File: config.mk
export PLATFORM = sky130hd
export DESIGN_NAME = core2uart_master
export DESIGN_NICKNAME = d
export VERILOG_FILES = /design/src/rtl/core2uart_master_pkg.sv /design/src/rtl/core2uart_master.sv
export SDC_FILE = /design/constraint.sdc
export NUM_CORES = 1
export LEC_CHECK = 0
export BUFFER_PORTS_ARGS = -buffer_cell sky130_fd_sc_hd__clkbuf_2
export CORE_AREA = 3 3 91 93
export CTS_CLUSTER_DIAMETER = 120
export DETAILED_ROUTE_END_ITERATION = 16
export DIE_AREA = 0 0 94 96
export GPL_TIMING_DRIVEN = 0
export PLACE_DENSITY = 0.74
export REMOVE_ABC_BUFFERS = 1
export SLEW_MARGIN = 0
export SYNTH_ARGS = -nofsm -noshare
export SYNTH_HDL_FRONTEND = slang
export SYNTH_SLANG_ARGS = --single-unit
File: constraint.sdc
create_clock -name clock -period 2.1 [get_ports clock]
set_input_delay 0.315 -clock clock [delete_from_list [all_inputs] [get_ports clock]]
set_output_delay 0.315 -clock clock [all_outputs]
set_load 0.02 [all_outputs]
File: src/rtl/core2uart_master_pkg.sv
// Shared constants and types for the core-to-UART bridge master.
// Holds the FSM encoding, op codes and the fixed frame bytes.
package core2uart_master_pkg;

    typedef enum logic [2:0] {
        StIdle,
        StSend,
        StWaitRd,
        StWaitAck,
        StDone
    } state_e;

    localparam logic [1:0] OpRead  = 2'b01;
    localparam logic [1:0] OpWrite = 2'b10;

    localparam logic [7:0] PrefixByte     = 8'h00;
    localparam logic [7:0] LengthByte     = 8'h01;
    localparam logic [7:0] DefaultAckByte = 8'h5A;

    function automatic logic [7:0] cmd_byte(input logic [1:0] op);
        return {2'b00, op, 4'b0001};
    endfunction

endpackage

File: src/rtl/core2uart_master.sv
// Core-side request port that serialises single-byte register accesses into a
// UART frame and collects the read data / acknowledge reply.
module core2uart_master
    import core2uart_master_pkg::*;
#(
    parameter int unsigned TIMEOUT_CYCLES = 100000,
    parameter logic [7:0]  ACK_BYTE       = DefaultAckByte
) (
    input  logic        clock,
    input  logic        reset,
    input  logic        req_valid,
    output logic        req_ready,
    input  logic        req_write,
    input  logic [15:0] req_addr,
    input  logic [7:0]  req_wdata,
    output logic        rsp_valid,
    output logic [7:0]  rsp_rdata,
    output logic        rsp_error,
    output logic [7:0]  tx_data,
    output logic        new_tx_data,
    input  logic        tx_busy,
    input  logic [7:0]  rx_data,
    input  logic        new_rx_data
);

    localparam logic [31:0] TimeoutLast = 32'(TIMEOUT_CYCLES - 1);

    state_e      state_q, state_d;
    logic        write_q, write_d;
    logic [15:0] addr_q, addr_d;
    logic [7:0]  wdata_q, wdata_d;
    logic [2:0]  byte_idx_q, byte_idx_d;
    logic [7:0]  tx_data_q, tx_data_d;
    logic        new_tx_data_q, new_tx_data_d;
    logic [31:0] timer_q, timer_d;
    logic [7:0]  rsp_rdata_q, rsp_rdata_d;
    logic        rsp_error_q, rsp_error_d;

    logic [7:0]  frame_byte;
    logic [2:0]  last_idx;
    logic        timed_out;

    // Writes carry one extra byte (wdata) after the address.
    assign last_idx  = write_q ? 3'd5 : 3'd4;
    assign timed_out = (timer_q == TimeoutLast);

    always_comb begin
        frame_byte = wdata_q;
        unique case (byte_idx_q)
            3'd0:    frame_byte = PrefixByte;
            3'd1:    frame_byte = cmd_byte(write_q ? OpWrite : OpRead);
            3'd2:    frame_byte = LengthByte;
            3'd3:    frame_byte = addr_q[15:8];
            3'd4:    frame_byte = addr_q[7:0];
            default: frame_byte = wdata_q;
        endcase
    end

    always_comb begin
        state_d       = state_q;
        write_d       = write_q;
        addr_d        = addr_q;
        wdata_d       = wdata_q;
        byte_idx_d    = byte_idx_q;
        tx_data_d     = tx_data_q;
        new_tx_data_d = 1'b0;
        timer_d       = timer_q;
        rsp_rdata_d   = rsp_rdata_q;
        rsp_error_d   = rsp_error_q;

        unique case (state_q)
            StIdle: begin
                if (req_valid) begin
                    write_d     = req_write;
                    addr_d      = req_addr;
                    wdata_d     = req_wdata;
                    byte_idx_d  = 3'd0;
                    rsp_rdata_d = 8'h00;
                    rsp_error_d = 1'b0;
                    state_d     = StSend;
                end
            end
            StSend: begin
                // Strobes are never back-to-back so the UART has a cycle to raise busy.
                if (!tx_busy && !new_tx_data_q) begin
                    tx_data_d     = frame_byte;
                    new_tx_data_d = 1'b1;
                    byte_idx_d    = byte_idx_q + 3'd1;
                    if (byte_idx_q == last_idx) begin
                        timer_d = '0;
                        state_d = write_q ? StWaitAck : StWaitRd;
                    end
                end
            end
            StWaitRd: begin
                if (new_rx_data) begin
                    rsp_rdata_d = rx_data;
                    timer_d     = '0;
                    state_d     = StWaitAck;
                end else if (timed_out) begin
                    rsp_error_d = 1'b1;
                    state_d     = StDone;
                end else begin
                    timer_d = timer_q + 32'd1;
                end
            end
            StWaitAck: begin
                if (new_rx_data) begin
                    if (rx_data != ACK_BYTE) begin
                        rsp_error_d = 1'b1;
                    end
                    timer_d = '0;
                    state_d = StDone;
                end else if (timed_out) begin
                    rsp_error_d = 1'b1;
                    state_d     = StDone;
                end else begin
                    timer_d = timer_q + 32'd1;
                end
            end
            StDone: begin
                state_d = StIdle;
            end
            default: begin
                state_d = StIdle;
            end
        endcase
    end

    always_ff @(posedge clock) begin
        if (reset) begin
            state_q       <= StIdle;
            write_q       <= 1'b0;
            addr_q        <= 16'h0000;
            wdata_q       <= 8'h00;
            byte_idx_q    <= 3'd0;
            tx_data_q     <= 8'h00;
            new_tx_data_q <= 1'b0;
            timer_q       <= '0;
            rsp_rdata_q   <= 8'h00;
            rsp_error_q   <= 1'b0;
        end else begin
            state_q       <= state_d;
            write_q       <= write_d;
            addr_q        <= addr_d;
            wdata_q       <= wdata_d;
            byte_idx_q    <= byte_idx_d;
            tx_data_q     <= tx_data_d;
            new_tx_data_q <= new_tx_data_d;
            timer_q       <= timer_d;
            rsp_rdata_q   <= rsp_rdata_d;
            rsp_error_q   <= rsp_error_d;
        end
    end

    assign req_ready   = (state_q == StIdle);
    assign rsp_valid   = (state_q == StDone);
    assign rsp_rdata   = rsp_rdata_q;
    assign rsp_error   = rsp_error_q;
    assign tx_data     = tx_data_q;
    assign new_tx_data = new_tx_data_q;

endmodule

# Yosys cells after proc, flatten, opt, wreduce, memory -nomap -nowiden
# Index checks and enable logic that the tools add are counted.
# word_totals
output_inout_bits	20
register_bits	81
input_bits	38
# op_classes
eq_ne	18
muxes	29
n_reduce_logical	18
addsub	2
bitwise_logic	1
# op_table
op	count
two-way mux 32 bit	4
one-hot mux 32 bit (2 select lines)	1
one-hot mux 8 bit (5 select lines)	1
adder 32 x 1 -> 32 bit, second input constant	1
equality test 32 x 17 -> 1 bit, second input constant	1
two-way mux 3 bit	8
two-way mux 8 bit	2
one-hot mux 8 bit (2 select lines)	1
equality test 3 x 2 -> 1 bit, second input constant	4
one-hot mux 3 bit (4 select lines)	1
!= test 2 bit, second input constant	5
AND reduction 3 bit	3
two-way mux 1 bit	8
!= test 8 x 7 -> 1 bit, second input constant	1
AND reduction 4 bit	2
equality test 3 x 1 -> 1 bit, second input constant	2
equality test 3 bit, second input constant	2
logical NOT 3 bit	2
!= test 3 bit, second input constant	2
one-hot mux 3 bit (2 select lines)	1
nonzero test 2 bit	3
AND reduction 2 bit	2
OR reduction 2 bit	2
adder 3 x 1 -> 3 bit, second input constant	1
other kinds (7)	8

# Depth between registers and ports, before layout
# Gate-level depths: netlist of run 1.
# depth
depth_word	5
depth_mapped	9
mapped_depth_nobuf	7

# Worst setup path before layout of run 1
# No wires, ideal clock.
# synth_timing
path_kind	reg-to-reg
start	register new_tx_data_q, in the netlist new_tx_data
end	register timer_q[28]
path_stages_with_launch	8
setup_slack_ps	-170
t_required_ps	2029
arrival_ps	2200
path_cell_list	dfxtp_1 or2_1 o41a_1 buf_6 or3_4 buf_6 or4_1 a21oi_1
# synth_between
elab_chain_len	4
# synth_rtl
element	line_no	rtl
start: declaration	core2uart_master.sv:34	logic new_tx_data_q, new_tx_data_d;
start signal: assignment	core2uart_master.sv:149	new_tx_data_q <= new_tx_data_d;
logical NOT 1 bit	core2uart_master.sv:85	if (!tx_busy && !new_tx_data_q) begin
logical AND 1 bit	core2uart_master.sv:85	
!= test 2 bit (no source line)	n/a	
AND reduction 4 bit (no source line)	n/a	
end signal: assignment	core2uart_master.sv:150	timer_q <= timer_d;
end: declaration	core2uart_master.sv:35	logic [31:0] timer_q, timer_d;
# Every way passes these cells.
# A chain may end at the register's enable or synchronous reset.

# Final worst setup path of run 1
# layout_timing
start	register write_q
end	register timer_q[5]
# layout_between
elab_chain_len	4
# layout_rtl
element	line_no	rtl
start: declaration	core2uart_master.sv:29	logic write_q, write_d;
start signal: assignment	core2uart_master.sv:144	write_q <= write_d;
two-way mux 1 bit	core2uart_master.sv:44	assign last_idx = write_q ? 3'd5 : 3'd4;
equality test 3 bit	core2uart_master.sv:89	if (byte_idx_q == last_idx) begin
!= test 2 bit (no source line)	n/a	
AND reduction 4 bit (no source line)	n/a	
# Every way passes these cells.

==> results of run 1 <==
## synth_stat cells, types with 2 or more instances
| master | count | area share |
|---|---|---|
| nand2_1 | 90 | 0.088 |
| dfxtp_1 | 81 | 0.42 |
| a21oi_1 | 57 | 0.075 |
| nor2_1 | 26 | 0.026 |
| nand3_1 | 24 | 0.031 |
| clkbuf_1 | 22 | 0.022 |
| or4_1 | 19 | 0.037 |
| o31ai_1 | 18 | 0.035 |
| nor4_1 | 15 | 0.025 |
| inv_1 | 13 | 0.013 |
| nand4_1 | 9 | 0.015 |
| nor3_1 | 8 | 0.010 |
| a211oi_1 | 7 | 0.014 |
| a222oi_1 | 7 | 0.018 |
| and2_1 | 7 | 0.011 |
| and4_1 | 7 | 0.016 |
| o21ai_0 | 7 | 0.0092 |
| ha_1 | 6 | 0.020 |
| xnor2_1 | 6 | 0.014 |
| and3_1 | 5 | 0.0082 |
| buf_1 | 5 | 0.0049 |
| a31oi_1 | 4 | 0.0065 |
| mux2i_1 | 3 | 0.0079 |
| buf_2 | 2 | 0.0026 |
| buf_6 | 2 | 0.0059 |
| nand2b_1 | 2 | 0.0033 |
| nor3b_1 | 2 | 0.0039 |
| nor4b_1 | 2 | 0.0046 |
| o21a_1 | 2 | 0.0039 |
| or2_1 | 2 | 0.0033 |
| or3_1 | 2 | 0.0033 |
## area by class of cell
class                      instances  area, um2
fill                             682       3002
multi-input combinational        357       2205
sequential                        81       1635
timing repair buffer              70      400.4
clock buffer                      10      137.6
tap                              102      127.6
clock inverter                     6      51.30
inverter                          13      48.80
## metrics by stage
stage / power [uW] / cell area [um2] / cells
global placement: 1841 / 4099 / 606
detailed placement: 1856 / 4135 / 607
finish: 2931 / 4606 / 639
floorplan: 1747 / 3686 / 447
CTS: 2925 / 4436 / 631
global route: 3047 / 4606 / 639
## metal layers
| metal | vias up | track usage | share of wire | routed length [um] |
|---|---|---|---|---|
| met5 | - | 0 | 0 | 0 |
| met4 | 0 | 0.07822 | 0.016 | 163 |
| met3 | 16 | 0.03127 | 0.056 | 563 |
| met2 | 129 | 0.3459 | 0.47 | 4700 |
| met1 | 1842 | 0.3078 | 0.46 | 4616 |
| li1 | 1858 | - | - | - |
## timing repair
action / CTS / global route
pin swaps: 4 / 9
gates cloned: 2 / 2
buffers inserted: 6 / 6
resized for setup: 22 / 30
setup endpoints to repair: 68 / 41
## power breakdown
part           switching, uW  leakage [uW]  internal (uW)  total, uW
Combinational            149      0.000846           90.8        240
Sequential              25.8      0.000661           1570       1600
Clock                    614     0.0000870            476       1090
## worst paths after layout
kind / cells after the start / slack [ps] / startpoint / to
worst max-delay path: 6 / -30 / write_q / timer_q[5]
worst min register to register: 2 / 450 / rsp_rdata[1] / rsp_rdata[1]
worst min-delay path: 3 / 170 / req_addr[11] / addr_q[11]
worst max register to register: 6 / -30 / write_q / timer_q[5]
## registers in the layout, indices dropped and copies added, names as in the netlist
name / count
addr_q: 16
byte_idx_q: 3
new_tx_data: 1
rsp_error: 1
rsp_rdata: 8
state_q: 3
timer_q: 32
tx_data: 8
wdata_q: 8
write_q: 1
## cells by family (layout without fill, tap and decap cells)
group           after synthesis  in the layout  synth area share
flops                        81             81            0.4245
mux                           3              3          0.007861
simple gates                226            230            0.3007
xor+xnor                      7              7           0.01605
fa+ha+maj                     6              6           0.01965
compound gates              111            111            0.1834
buf+inv                      44             99           0.04782
## worst max-delay path: stages (launching register included)
cell and delay (ps):
dfxtp_4 360, xor2_1 180, o41a_4 490, buf_4 160, or2_4 320, o31ai_1 390
a21oi_2 110
==> results.yml, run 1 <==
run_status:
  outcome: "finished with violations"
  violations: "negative setup slack"
sta:
  worst_slack_ps: -26.69
  fmaxAchievable_mhz: 470.2
  post-route-period-util: 1.013
  hold_ws_ps: 167.8
  clock_skew_ps: 12.60
  slew_violations: 0
  period_minus_slack_ps: 2127
  worst_pin_slew_ps: 985.5
  rsz0062_at_grt: "yes"
  final-setup-viol-count: 2
  maxSlewHeadroom: 0.3430
  tns_ps: -27.73
  finalHoldViolations: 0
clock_tree:
  clock_sinks: 81
  cts_max_path_buffers: 2
  cts_tree: "done"
  cts_hold_buf: 0
  cts-buffers-inserted: 9
  cts_max_level: 3
  clk_latency_ps: 360
  clk_pin_slew_ps: 90
  cts_root_buf: "clkbuf_8"
synthesis:
  synth_edf_count: 0
  synth.distinct_cells: 47
  ys.flop_type: "dfxtp_1"
  syn_avg_cell_area_um2: 7.991
  async_reset_ff_frac: 0
  synth_seq_area_share: 0.4245
  synth_seq_cells: 81
  yosys_warnings: 0
  synthesis.area_um2: 3820
  syn_inst: 478
drt:
  drt_first_pass_iters: 6
  via_per_inst: 6.017
  drt-initial-drc-count: 292
  ant_nets: 0
  wire_per_inst_um: 15.72
  vias: 3845
  routed_wl_um: 10040
  drc: 0
cells_and_area:
  mostFrequentLayoutCell: "nand2_1"
  areaGrowthSynthToFinish_pct: 20.57
  diodes: 0
  final_cell_mix: "nand2_1 (89), dfxtp_1 (74), clkbuf_2 (58), a21oi_1 (49), nor2_1 (25)"
  fin_util: 0.6054
  drive_gt1_frac: 0.2458
  nNetsFinal: 576
global_route:
  grt_max_degree: 50
  antenna_found_initial: 0
  grt.overflow.total: 0
  grt_pass1_wl_um: 16100
  track_usage: 0.2196
  grt_pass1_vias: 3372
die:
  die_h_um: 96
  die_area_um2: 9024
  rows: 32
  coreArea_um2: 7607
  die_w_um: 94
  start_util: 0.5021
  io-pin-count: 58
flow_run:
  maxCapViolCount: 0
power:
  cellPowerDensity_nw_per_um2: 636.3
  p_leak_uw: 0.001594
  ir_drop_v: 0.0003394
critical_path:
  required_ps: 2340
  startpoint_type: "flop"
  crit_fanout: 16
  critPathArrivalTime_ps: 2370
  critical_path_class: "flop to flop"
  endpoint_kind: "flop"
place:
  place_congestion: 0.7789
  port_buffers: 57
  hpwl_um: 6147
  post-place-ws_ps: -698.6
min_path:
  hp-class: "input port to flop"
No activity file was read; power rests on OpenSTA's default activity.
==> run 2, diff against run 1 <==
ABC_AREA = 1   (was not set)
CORE_AREA = 3 3 98 100   (was 3 3 91 93)
DIE_AREA = 0 0 101 103   (was 0 0 94 96)
PLACE_DENSITY = 0.76   (was 0.74)
==> results.yml, run 2 <==
global_route:
  track_usage: 0.2357
  grt.busiest_layer: "met2"
  grt_use_met2: 0.3899
  met1_usage: 0.3132
  grt_pass1_vias: 4311
  use_met3: 0.04601
  antenna_found_initial: 0
  grt.overflow.total: 0
  grt_pass1_wl_um: 19750
  grt_max_degree: 47
die:
  start_util: 0.5304
  coreArea_um2: 8763
  rows: 34
  die_w_um: 101
  io-pin-count: 58
  die_area_um2: 10400
  die_h_um: 103
cells_and_area:
  multi_input_area_um2: 2691
  largest_register_ff_count: 32
  areaGrowthSynthToFinish_pct: 12.62
  seq_area_um2: 1624
  largestRegisters: "timer_q: 32 flops, addr_q: 16 flops"
  nNetsFinal: 807
  final_cell_mix: "nand2_1 (179), nor2_1 (137), dfxtp_1 (79), inv_1 (59), clkbuf_2 (57)"
  mostFrequentLayoutCell: "nand2_1"
  fillers: 855
  drive_gt1_frac: 0.1979
  diodes: 0
  fin_util: 0.5974
  regMostFlops: "timer_q"
clock_tree:
  cts_max_path_buffers: 2
  cts_root_buf: "clkbuf_8"
  cts_max_level: 3
  clk_pin_slew_ps: 90
  clk_latency_ps: 370
  cts_tree: "done"
  cts-buffers-inserted: 9
  clock_sinks: 81
  cts_hold_buf: 0
critical_path:
  startpoint_type: "flop"
  cpLargestDelayFamily: "simple AND/OR/NAND/NOR gates"
  required_ps: 2360
  critical_path_class: "flop to flop"
  endpoint_kind: "flop"
  crit_chain: "ha_2, inv_2, nor2_8, nand2_4, nor2_4, nand3_4, nand2_8, inv_2, o21ai_0, nor2_1"
  cpMaxStageDelayCell: "dfxtp_2"
  cp_num_buf_inv: 2
  max_stage_delay_ps: 400
  cpMostUsedCell: "inv_2"
  critPathArrivalTime_ps: 2220
  crit_fanout: 14
drt:
  vias: 4799
  drc: 0
  ant_nets: 0
  via_per_inst: 5.478
  wire_per_inst_um: 14.23
  routed_wl_um: 12460
  drt_first_pass_iters: 6
  drt-initial-drc-count: 351
min_path:
  hp-class: "input port to flop"
synthesis:
  synth.top_cells.by_count: "nand2_1 (179), nor2_1 (138), dfxtp_1 (81), inv_1 (60), o21ai_0 (41)"
  synth_seq_area_share: 0.3489
  synth.distinct_cells: 35
  synth_edf_count: 0
  synth-simple-area-share: 0.4124
  synth_seq_cells: 81
  yosys_warnings: 0
  synth-compound-area-share: 0.1373
  post-synth-top-area-fraction: 0.3489
  syn_inst: 708
  synth_fa_ha_area_frac: 0.01615
  ys.flop_type: "dfxtp_1"
  yosys.area.top_type: "dfxtp_1"
  yosys-top-cells-area: "dfxtp_1 (35%), nand2_1 (14%), nor2_1 (11%)"
  async_reset_ff_frac: 0
  synth_most_common_cell: "nand2_1"
  yosys.area_share.xor_xnor: 0.001884
  syn_avg_cell_area_um2: 6.565
  synth_top_family_by_area: "simple AND/OR/NAND/NOR gates"
  synthMuxAreaShare: 0
  synthesis.area_um2: 4648
sta:
  worst_pin_slew_ps: 1036
  finalHoldViolations: 0
  final-setup-viol-count: 0
  period_minus_slack_ps: 1962
  maxSlewHeadroom: 0.3093
  post-route-period-util: 0.9344
  fmaxAchievable_mhz: 509.6
  hold_ws_ps: 161.6
  slew_violations: 0
  clock_skew_ps: 10.04
power:
  p_leak_uw: 0.002107
  ir_drop_v: 0.0005364
  cellPowerDensity_nw_per_um2: 935.7
place:
  hpwl_um: 8405
  place_congestion: 0.9168
  port_buffers: 57
run_status:
  outcome: "finished, final reports clean"
flow_run:
  maxCapViolCount: 0
run 2: changes by cell type after synthesis, moves of 19 or more:
| cell | before | now |
|---|---|---|
| o21ai_0 | 7 | 41 |
| a21oi_1 | 57 | 29 |
| or4_1 | 19 | 0 |
| inv_1 | 13 | 60 |
| nand2_1 | 90 | 179 |
| nor2_1 | 26 | 138 |
| nand4_1 | 9 | 32 |
| nand2_2 | 0 | 20 |
| a21oi_2 | 0 | 19 |
run 2: final cells by class:
cell class | instances | area share
clock buffers | 9 | 0.02366
clock inverters | 7 | 0.01028
inverters | 70 | 0.05139
multi-input cells | 537 | 0.5141
flip-flops and latches | 81 | 0.3102
well taps | 108 | 0.02581
repair buffers | 63 | 0.06310
repair inverters | 1 | 0.001434
run 2: cells by family after synthesis:
group / count (synthesis)
xor gates and xnor gates: 1
adders and majority gates: 6
and+or+nand+nor: 424
DFF: 81
AOI/OAI and AO/OA: 103
buffers and inverters: 93
run 2: power by group:
part	internal [uW]	switching (uW)	total [uW]	leakage, uW
registers	1820	192	2010	0.000663
logic	559	1250	1810	0.00136
clock network	437	637	1070	0.0000822
total	2810	2080	4900	0.00211
run 2: tightest hold or removal path, delay by kind of cell:
family | cells | cell delay [ps]
simple gates | 2 | 110
buf+inv | 1 | 70
run 2: per-layer routing:
metal | part of all wire | wire [um]
met2 | 0.47 | 5845
met5 | 0 | 0
met4 | 0.017 | 216
met1 | 0.43 | 5416
met3 | 0.079 | 985
run 2: final timing paths:
| check | start | slack [ps] | to | cells past startpoint |
|---|---|---|---|---|
| max | timer_q[0] | 140 | timer_q[0] | 10 |
| min | req_wdata[6] | 160 | wdata_q[6] | 3 |
| max reg2reg | timer_q[0] | 140 | timer_q[0] | 10 |
| min reg2reg | rsp_error | 460 | rsp_error | 2 |
run 2: stage by stage:
stage	TNS (ps)	cells	total power, uW	setup slack, ps	cell area (um2)
2_1_floorplan	-1548	685	3151	-166.3	4523
3_3_place_gp	-39560	850	3604	-1110	4943
3_5_place_dp	-42710	850	3651	-1180	4943
4_1_cts	0	869	4788	0.1297	5165
5_1_grt	-15.94	876	5221	-13.39	5235
6_report	0	876	4898	137.8	5235
run 2: what timing repair did:
action | CTS | global route
endpoints found under the setup margin | 52 | 67
gates resized for setup | 6 | 5
gates cloned | 2 | 2
setup buffers | 1 | 5
pin swaps | 1 | 4
